<file path="src/rtl/spi_pkg.sv">
// ---------------------------------------------------------------------------
// spi_pkg
// Shared definitions for the SPI slave receive path: the default byte and
// frame geometry, the derived frame word width and the receive FSM states.
// No ports; imported by spi_sync_edge and spi_slave_frame_rx.
// ---------------------------------------------------------------------------
package spi_pkg;

    // Default geometry: two 8-bit bytes form one 16-bit frame word.
    localparam int SPI_DATA_W      = 8;
    localparam int SPI_FRAME_BYTES = 2;
    localparam int FRAME_W         = SPI_DATA_W * SPI_FRAME_BYTES;

    // Receive FSM states.
    typedef enum logic [1:0] {
        IDLE  = 2'd0,
        SHIFT = 2'd1,
        DONE  = 2'd2
    } rx_state_e;

endpackage

</file>
<file path="src/rtl/spi_sync_edge.sv">
// ---------------------------------------------------------------------------
// spi_sync_edge
// Brings one asynchronous SPI pin into the clk domain through SYNC_STAGES
// flops and detects its rising and falling edges.
//
// Ports:
//   clk    in   system clock
//   reset  in   synchronous active-low reset
//   din    in   asynchronous pin
//   level  out  synchronized level, delayed so it lines up with rise/fall
//   rise   out  one-cycle pulse on a synchronized 0->1 transition
//   fall   out  one-cycle pulse on a synchronized 1->0 transition
//
// All three outputs are registered and share the same delay from the pin,
// so a data pin's level can be sampled in the cycle its clock pin's rise
// output is high. SYNC_STAGES must be 2 or 3.
// ---------------------------------------------------------------------------
module spi_sync_edge import spi_pkg::*; #(
    parameter int SYNC_STAGES = 2
) (
    input  logic clk,
    input  logic reset,
    input  logic din,
    output logic level,
    output logic rise,
    output logic fall
);

    logic [SYNC_STAGES-1:0] chain_q, chain_d;
    logic                   prev_q,  prev_d;
    logic                   level_q, level_d;
    logic                   rise_q,  rise_d;
    logic                   fall_q,  fall_d;
    logic                   sync_lvl;

    assign sync_lvl = chain_q[SYNC_STAGES-1];

    // Shift the pin into the synchronizer; prev_q holds the previous
    // synchronized level so edges are a simple compare against it.
    always_comb begin
        chain_d = {chain_q[SYNC_STAGES-2:0], din};
        prev_d  = sync_lvl;
        level_d = sync_lvl;
        rise_d  = sync_lvl & ~prev_q;
        fall_d  = ~sync_lvl & prev_q;
    end

    always_ff @(posedge clk) begin
        if (!reset) begin
            chain_q <= '0;
            prev_q  <= 1'b0;
            level_q <= 1'b0;
            rise_q  <= 1'b0;
            fall_q  <= 1'b0;
        end else begin
            chain_q <= chain_d;
            prev_q  <= prev_d;
            level_q <= level_d;
            rise_q  <= rise_d;
            fall_q  <= fall_d;
        end
    end

    assign level = level_q;
    assign rise  = rise_q;
    assign fall  = fall_q;

endmodule

</file>
<file path="src/rtl/spi_slave_frame_rx.sv">
// ---------------------------------------------------------------------------
// spi_slave_frame_rx
// SPI mode-0 slave receiver. Oversamples sclk/mosi/start in the clk domain,
// shifts in MSB-first bytes and assembles FRAME_BYTES of them into one word.
//
// Ports:
//   clk            in   system clock (only clock)
//   reset          in   synchronous active-low reset
//   sclk           in   SPI clock, asynchronous, idle low
//   mosi           in   SPI data, asynchronous
//   start          in   frame select, high for the whole frame
//   rx_byte        out  last completed byte
//   rx_byte_valid  out  one-cycle strobe, rx_byte updated
//   frame_data     out  last good frame, first byte in the MSBs
//   frame_valid    out  one-cycle strobe, frame_data updated
//   frame_err      out  one-cycle strobe, aborted or overlong frame
//   busy           out  high while the FSM is not IDLE
//
// Requires DATA_W >= 2 and FRAME_BYTES >= 2.
// ---------------------------------------------------------------------------
module spi_slave_frame_rx import spi_pkg::*; #(
    parameter int DATA_W      = SPI_DATA_W,
    parameter int FRAME_BYTES = SPI_FRAME_BYTES,
    parameter int SYNC_STAGES = 2
) (
    input  logic                          clk,
    input  logic                          reset,
    input  logic                          sclk,
    input  logic                          mosi,
    input  logic                          start,
    output logic [DATA_W-1:0]             rx_byte,
    output logic                          rx_byte_valid,
    output logic [DATA_W*FRAME_BYTES-1:0] frame_data,
    output logic                          frame_valid,
    output logic                          frame_err,
    output logic                          busy
);

    localparam int FW   = DATA_W * FRAME_BYTES;
    localparam int BCW  = $clog2(DATA_W);
    localparam int YCW  = $clog2(FRAME_BYTES);
    localparam logic [BCW-1:0] BIT_LAST  = BCW'(DATA_W - 1);
    localparam logic [YCW-1:0] BYTE_LAST = YCW'(FRAME_BYTES - 1);

    // Conditioned pin events
    logic sclk_rise, start_rise, start_fall, mosi_s;
    logic sclk_level_unused, sclk_fall_unused;
    logic start_level_unused;
    logic mosi_rise_unused, mosi_fall_unused;

    spi_sync_edge #(.SYNC_STAGES(SYNC_STAGES)) u_sync_sclk (
        .clk   (clk),
        .reset (reset),
        .din   (sclk),
        .level (sclk_level_unused),
        .rise  (sclk_rise),
        .fall  (sclk_fall_unused)
    );

    spi_sync_edge #(.SYNC_STAGES(SYNC_STAGES)) u_sync_mosi (
        .clk   (clk),
        .reset (reset),
        .din   (mosi),
        .level (mosi_s),
        .rise  (mosi_rise_unused),
        .fall  (mosi_fall_unused)
    );

    spi_sync_edge #(.SYNC_STAGES(SYNC_STAGES)) u_sync_start (
        .clk   (clk),
        .reset (reset),
        .din   (start),
        .level (start_level_unused),
        .rise  (start_rise),
        .fall  (start_fall)
    );

    // FSM, shift and assembly state
    rx_state_e         state_q,     state_d;
    logic [BCW-1:0]    bit_cnt_q,   bit_cnt_d;
    logic [YCW-1:0]    byte_cnt_q,  byte_cnt_d;
    logic [DATA_W-1:0] shreg_q,     shreg_d;
    logic [FW-1:0]     word_q,      word_d;
    logic              ovf_q,       ovf_d;

    // Completed-byte/frame hand-off into the output registers
    logic              byte_pend_q,  byte_pend_d;
    logic [DATA_W-1:0] byte_hold_q,  byte_hold_d;
    logic              frame_pend_q, frame_pend_d;

    // Output registers
    logic [DATA_W-1:0] rx_byte_q,       rx_byte_d;
    logic              rx_byte_valid_q, rx_byte_valid_d;
    logic [FW-1:0]     frame_data_q,    frame_data_d;
    logic              frame_valid_q,   frame_valid_d;
    logic              frame_err_q,     frame_err_d;

    logic [DATA_W-1:0] new_byte;
    logic              frame_done;

    assign new_byte = {shreg_q[DATA_W-2:0], mosi_s};

    // Receive FSM. In SHIFT the sclk edge is handled before start_fall, so a
    // frame whose last bit and start drop arrive together still completes.
    // Completed bytes and frames are staged in *_pend and published to the
    // outputs one cycle later, which keeps rx_byte_valid and frame_valid
    // aligned with each other.
    always_comb begin
        state_d      = state_q;
        bit_cnt_d    = bit_cnt_q;
        byte_cnt_d   = byte_cnt_q;
        shreg_d      = shreg_q;
        word_d       = word_q;
        ovf_d        = ovf_q;
        byte_pend_d  = 1'b0;
        byte_hold_d  = byte_hold_q;
        frame_pend_d = 1'b0;
        frame_err_d  = 1'b0;
        frame_done   = 1'b0;

        rx_byte_valid_d = byte_pend_q;
        rx_byte_d       = byte_pend_q ? byte_hold_q : rx_byte_q;
        frame_valid_d   = frame_pend_q;
        frame_data_d    = frame_pend_q ? word_q : frame_data_q;

        case (state_q)
            IDLE: begin
                bit_cnt_d  = '0;
                byte_cnt_d = '0;
                ovf_d      = 1'b0;
                if (start_rise) begin
                    state_d = SHIFT;
                    shreg_d = '0;
                    word_d  = '0;
                end
            end

            SHIFT: begin
                if (sclk_rise) begin
                    shreg_d = new_byte;
                    if (bit_cnt_q == BIT_LAST) begin
                        bit_cnt_d   = '0;
                        byte_pend_d = 1'b1;
                        byte_hold_d = new_byte;
                        word_d      = {word_q[FW-DATA_W-1:0], new_byte};
                        if (byte_cnt_q == BYTE_LAST) begin
                            byte_cnt_d   = '0;
                            frame_pend_d = 1'b1;
                            frame_done   = 1'b1;
                            state_d      = DONE;
                        end else begin
                            byte_cnt_d = byte_cnt_q + 1'b1;
                        end
                    end else begin
                        bit_cnt_d = bit_cnt_q + 1'b1;
                    end
                end
                if (start_fall && !frame_done) begin
                    frame_err_d = 1'b1;
                    state_d     = IDLE;
                    bit_cnt_d   = '0;
                    byte_cnt_d  = '0;
                end
            end

            DONE: begin
                // Extra sclk edges after a full frame mark it overlong; the
                // error is reported once start drops.
                if (sclk_rise) begin
                    ovf_d = 1'b1;
                end
                if (start_fall) begin
                    frame_err_d = ovf_q | sclk_rise;
                    ovf_d       = 1'b0;
                    state_d     = IDLE;
                end
            end

            default: begin
                state_d = IDLE;
            end
        endcase
    end

    always_ff @(posedge clk) begin
        if (!reset) begin
            state_q         <= IDLE;
            bit_cnt_q       <= '0;
            byte_cnt_q      <= '0;
            shreg_q         <= '0;
            word_q          <= '0;
            ovf_q           <= 1'b0;
            byte_pend_q     <= 1'b0;
            byte_hold_q     <= '0;
            frame_pend_q    <= 1'b0;
            rx_byte_q       <= '0;
            rx_byte_valid_q <= 1'b0;
            frame_data_q    <= '0;
            frame_valid_q   <= 1'b0;
            frame_err_q     <= 1'b0;
        end else begin
            state_q         <= state_d;
            bit_cnt_q       <= bit_cnt_d;
            byte_cnt_q      <= byte_cnt_d;
            shreg_q         <= shreg_d;
            word_q          <= word_d;
            ovf_q           <= ovf_d;
            byte_pend_q     <= byte_pend_d;
            byte_hold_q     <= byte_hold_d;
            frame_pend_q    <= frame_pend_d;
            rx_byte_q       <= rx_byte_d;
            rx_byte_valid_q <= rx_byte_valid_d;
            frame_data_q    <= frame_data_d;
            frame_valid_q   <= frame_valid_d;
            frame_err_q     <= frame_err_d;
        end
    end

    assign rx_byte       = rx_byte_q;
    assign rx_byte_valid = rx_byte_valid_q;
    assign frame_data    = frame_data_q;
    assign frame_valid   = frame_valid_q;
    assign frame_err     = frame_err_q;
    assign busy          = (state_q != IDLE);

endmodule
</file>
<file path="config.mk">
export PLATFORM = sky130hd
export DESIGN_NAME = spi_slave_frame_rx
export DESIGN_NICKNAME = d
export VERILOG_FILES = /design/src/rtl/spi_pkg.sv /design/src/rtl/spi_sync_edge.sv /design/src/rtl/spi_slave_frame_rx.sv
export SDC_FILE = /design/constraint.sdc
export NUM_CORES = 1
export LEC_CHECK = 0
export CORE_MARGIN = 2
export CORE_UTILIZATION = 45
export DETAILED_ROUTE_END_ITERATION = 10
export GPL_ROUTABILITY_DRIVEN = 0
export PLACE_DENSITY_LB_ADDON = 0.1
export SYNTH_ARGS = -nofsm -noshare
export SYNTH_HDL_FRONTEND = slang
export SYNTH_SLANG_ARGS = --single-unit
</file>
<file path="constraint.sdc">
create_clock -name clk -period 1.74 [get_ports clk]
set_input_delay 0.435 -clock clk [delete_from_list [all_inputs] [get_ports clk]]
set_output_delay 0.435 -clock clk [all_outputs]
set_load 0.01 [all_outputs]
</file>
==> impl_metrics.ini, run 1 <==
[critical_path]
critPathMaxFanout = 2
crit_buf_inv = 1
crit_chain = clkdlybuf4s50_1
path_class = register to output pin
crit_family = buffers and inverters
cp.arrival_ns = 1.22
startpoint_type = register
end_kind = output pin
cp.required_ns = 1.30
cpPeakStageDelay_ns = 0.54
cpMaxStageDelayCell = clkdlybuf4s50_1

[cts]
clk_latency_ns = 0.34
clk_path_buf_depth = 2
holdBufCountCts = 0
path_clk_slew_ns = 0.08
clock-sinks = 79
cts_max_level = 3
cts_tree = done
cts_root_buf = clkbuf_8
cts_setup_buffers = 0
cts-buffers-inserted = 9

[timing]
finalCritPeriodShare = 0.952
max_freq_ghz = 0.604
skew_ns = 0.00630
drv_slew = 0
hold_violations = 0
tightest_slew_ns = 0.460
tns_ns = 0
setup_viol = 0
min_period_ns = 1.66
relSlewSlack = 0.693
rsz0062_at_grt = no

[layout]
syn_to_final_growth_pct = 21.5
nets = 356
final_layout_size_suffix_gt1_frac = 0.109
final_common_cell = dfxtp_1
final_core_util = 0.565
design_area_mm2 = 0.00358
layout_common_cells = dfxtp_1, a21oi_1, clkdlybuf4s50_1
diodes = 0

[logic_synthesis]
synth.net_count = 325
ys_ff_latch = 79
netlist_instances = 315
synth_warnings = 0
synthFlopType = dfxtp_1
synthArstFlopShare = 0
yosysSeqAreaShare = 0.536
syn-cell-area_mm2 = 0.00295
avgSynthCellArea_um2 = 9.37
synth-edff-count = 0
synth.distinct_cells = 32

[power]
ir_drop_v = 0.000468
power_density_mw_per_mm2 = 1000
p_leak_uw = 0.00123

[grt]
antenna_found_initial = 0
grt_max_degree = 43
track_usage = 0.172
grt_pass1_wl_um = 9910
grt_pass1_vias = 2120
gr-total-overflow = 0

[routing]
first_pass_iters = 4
via_count = 2292
detail_route.wl_per_cell_um = 13.6
ant_nets = 0
routed_wl_um = 5800
avgViaCountPerCell = 5.37
drt_iter0_drc = 118
drc = 0

[floorplanning]
ios = 33
rows = 29
die_h_um = 85.0
initial_core_util = 0.465
die_x_um = 85.0
core_mm2 = 0.00635
die_area_mm2 = 0.00722

[place]
place_area_mm2 = 0.00339
dpl.hpwl_um = 3770
port_buffers = 32

[min_path]
min_path_type = register to register

[job]
cap_viol_max_count = 0

[status]
status = finished, final reports clean
[what timing repair did]
action,4_1_cts,5_1_grt
setup endpoints to repair,1,14
endpoints found under the hold margin,0,0
resized for setup,2,8
[power breakdown]
part	internal (uW)	leakage, uW	switching (uW)	total, uW
Combinational	190	0.000499	344	534
Clock	587	0.0000922	614	1200
Sequential	1830	0.000639	16.8	1850
Total	2610	0.00123	975	3580
[final timing paths]
check,endpoint,slack [ns],cells past startpoint,from
min reg2reg,u_sync_sclk.rise,0.39,1,u_sync_sclk.prev_q
max,frame_data[2],0.08,1,frame_data[2]
max reg2reg,state_q[1],0.11,5,bit_cnt_q[0]
min,u_sync_sclk.rise,0.39,1,u_sync_sclk.prev_q
[cells by family after synthesis]
family	share of synthesized area
compound gates	0.124
mux	0.0895
fa+ha+maj	0.0212
buf+inv	0.0458
flops	0.536
simple gates	0.183
[worst register-to-register path, stage by stage (launching register included)]
cell     delay [ns]
dfxtp_1        0.37
ha_1           0.19
ha_2           0.25
nand3_2        0.12
or4_1          0.49
a21oi_1        0.13
[synth_stat cells (all sizes together), types with 5 or more instances]
library cell   n  area (um^2)
dfxtp         79         1580
nand2         20         75.1
buf           11         60.1
o21ai         27          135
inv            6         22.5
a21oi         37          185
ha             5         62.6
nand4         24          150
nor2          27          101
clkbuf        14         52.6
and2          12         75.1
nor2b          6         37.5
mux2i         26          264
[per-stage QoR]
stage	cells	total power, uW	hold WS, ns	setup WS [ns]
floorplan	315	2240	0.367	0.216
global placement	412	2410	0.378	0.123
detailed placement	412	2410	0.380	0.0707
CTS	427	3610	0.391	0.00889
global route	427	3770	0.401	0.00248
finish	427	3580	0.387	0.0835
[layout make-up]
class	instances	area [um^2]
Inverter	6	22.5
Clock buffer	12	155
Timing Repair Buffer	45	455
Tap cell	77	96.3
Multi-Input combinational cell	205	1250
Sequential cell	79	1580
Fill cell	574	2770
Clock inverter	3	18.8
[routing by layer]
metal	routed length [um]	GRT usage	part of all wire	up-vias
met4	148	0.107	0.025	0
met2	2730	0.257	0.47	52
met1	2690	0.226	0.46	1066
met3	238	0.0379	0.041	16
met5	0	0	0	-
li1	-	-	-	1158
[state kept, by name (all words and copies together), names as in the netlist, 2 cells and up]
name                  flops
word_q                   16
frame_data               16
state_q                   2
u_sync_start.chain_q      2
u_sync_sclk.chain_q       2
byte_hold_q               8
u_sync_mosi.chain_q       2
shreg_q                   7
rx_byte                   8
bit_cnt_q                 3
Power figures use the tool's default switching activity.
==> run 2: changes to the inputs <==
--- a/config.mk
+++ b/config.mk
@@ -5,7 +5,7 @@
 export SDC_FILE = /design/constraint.sdc
 export NUM_CORES = 1
 export LEC_CHECK = 0
-export CORE_MARGIN = 2
+export CORE_MARGIN = 8
 export CORE_UTILIZATION = 45
 export DETAILED_ROUTE_END_ITERATION = 10
 export GPL_ROUTABILITY_DRIVEN = 0
==> constraint.sdc (replaced) <==
create_clock -name clk -period 1.74 [get_ports clk]
set_input_delay 0.435 -clock clk [delete_from_list [all_inputs] [get_ports clk]]
set_output_delay 0.435 -clock clk [all_outputs]
set_load 0.1 [all_outputs]
==> impl_metrics.ini, run 2 (synthesis results as in run 1) <==
[cts]
path_clk_slew_ns = 0.07
cts_tree = done
cts_max_level = 3
cts_root_buf = clkbuf_8
clk_latency_ns = 0.34
clock-sinks = 79
cts-buffers-inserted = 9
clk_path_buf_depth = 2
holdBufCountCts = 0

[timing]
skew_ns = 0.00857
relSlewSlack = 0.661
drv_slew = 0
min_period_ns = 1.74
hold_violations = 0
setup_viol = 0
finalCritPeriodShare = 0.999
rsz0062_at_grt = yes
tightest_slew_ns = 0.508
max_freq_ghz = 0.575

[floorplanning]
core_mm2 = 0.00635
ios = 33
rows = 29
die_area_mm2 = 0.00940
die_x_um = 97.0
die_h_um = 97.0
initial_core_util = 0.465

[place]
port_buffers = 32
place_area_mm2 = 0.00367
place_inst = 412
dpl.hpwl_um = 4000

[routing]
ant_nets = 0
routed_wl_um = 6050
via_count = 2303
avgViaCountPerCell = 5.34
drt_iter0_drc = 196
first_pass_iters = 5
detail_route.wl_per_cell_um = 14.0
drc = 0

[critical_path]
ff2ff_path_depth = 7
path_class = register to output pin
r2r_setup_slack_ns = 0.05
startpoint_type = register
cp.required_ns = 1.30
cp.arrival_ns = 1.30
r2r_start = state_q[1]
r2r-end = state_q[1]
critPathMaxFanout = 6
end_kind = output pin

[layout]
nFillCells = 514
final_layout_size_suffix_gt1_frac = 0.220
syn_to_final_growth_pct = 34.8
nets = 359
design_area_mm2 = 0.00398
final_common_cell = dfxtp_1
diodes = 0
layout_common_cells = dfxtp_1, a21oi_1, buf_12
final-instance-count-excl-fill = 431

[min_path]
hold_depth = 1
min_from = u_sync_sclk.prev_q
min_path_type = register to register
hold_end = u_sync_sclk.rise

[job]
cap_viol_max_count = 0

[power]
power_density_mw_per_mm2 = 997
p_leak_uw = 0.00141
ir_drop_v = 0.000854

[grt]
grt_pass1_vias = 2161
track_usage = 0.129
grt_pass1_wl_um = 10300
antenna_found_initial = 0
grt_max_degree = 36
gr-total-overflow = 0

[status]
status = finished, final reports clean
[run 2: metrics by stage]
step                      setup TNS [ns]  hold WS (ns)  setup WS [ns]  total power, uW   util
after global placement             -2.74         0.372         -0.220             2480  0.579
after floorplan                        0         0.367          0.198             2310      -
final                                  0         0.380        0.00175             3970  0.626
after CTS                        -0.0609         0.384        -0.0609             3900  0.615
after global routing             -0.0487         0.396        -0.0367             4140  0.626
after detailed placement           -3.99         0.376         -0.305             2480  0.579
[run 2: how the worst max path moves through the flow]
stage / startpoint / end / slack [ns] / depth (start not counted)
2_1_floorplan: state_q[0] / busy / 0.20 / 4
3_3_place_gp: bit_cnt_q[0] / word_q[0] / -0.22 / 5
3_5_place_dp: bit_cnt_q[0] / word_q[5] / -0.30 / 5
4_1_cts: state_q[0] / busy / -0.06 / 5
5_1_grt: state_q[0] / busy / -0.04 / 5
6_report: state_q[0] / busy / 0.002 / 5
[run 2: where the power goes]
| part | leakage (uW) | internal, uW | switching, uW |
|---|---|---|---|
| combinational | 0.000658 | 281 | 434 |
| sequential | 0.000639 | 1830 | 14.6 |
| clock | 0.000109 | 777 | 627 |
| total | 0.00141 | 2890 | 1080 |
[run 2: per-layer routing]
metal,global-route usage,share of wire,vias up
met1,0.156,0.46,1084
met5,0,0,-
met2,0.203,0.48,41
li1,-,-,1167
met3,0.0384,0.041,11
met4,0.0675,0.020,0
[run 2: worst max-delay path: stages (launching register included)]
cell	delay, ns
dfxtp_2	0.33
buf_6	0.11
inv_4	0.06
ha_4	0.18
clkinvlp_4	0.11
buf_12	0.17
[run 2: final cells by class]
type	instances	area [um^2]	share of cell area
clock buffers	13	169	0.0425
clock inverters	3	40.0	0.0101
inverters	6	28.8	0.00724
multi-input cells	205	1290	0.324
flip-flops and latches	79	1580	0.398
well taps	77	96.3	0.0242
repair buffers	48	769	0.194
[run 2: timing repair]
| item | 4_1_cts | 5_1_grt |
|---|---|---|
| gates resized for setup | 5 | 16 |
| endpoints found under the hold margin | 0 | 0 |
| pin swaps | 1 | 2 |
| endpoints found under the setup margin | 20 | 37 |
| buffers inserted | 0 | 3 |
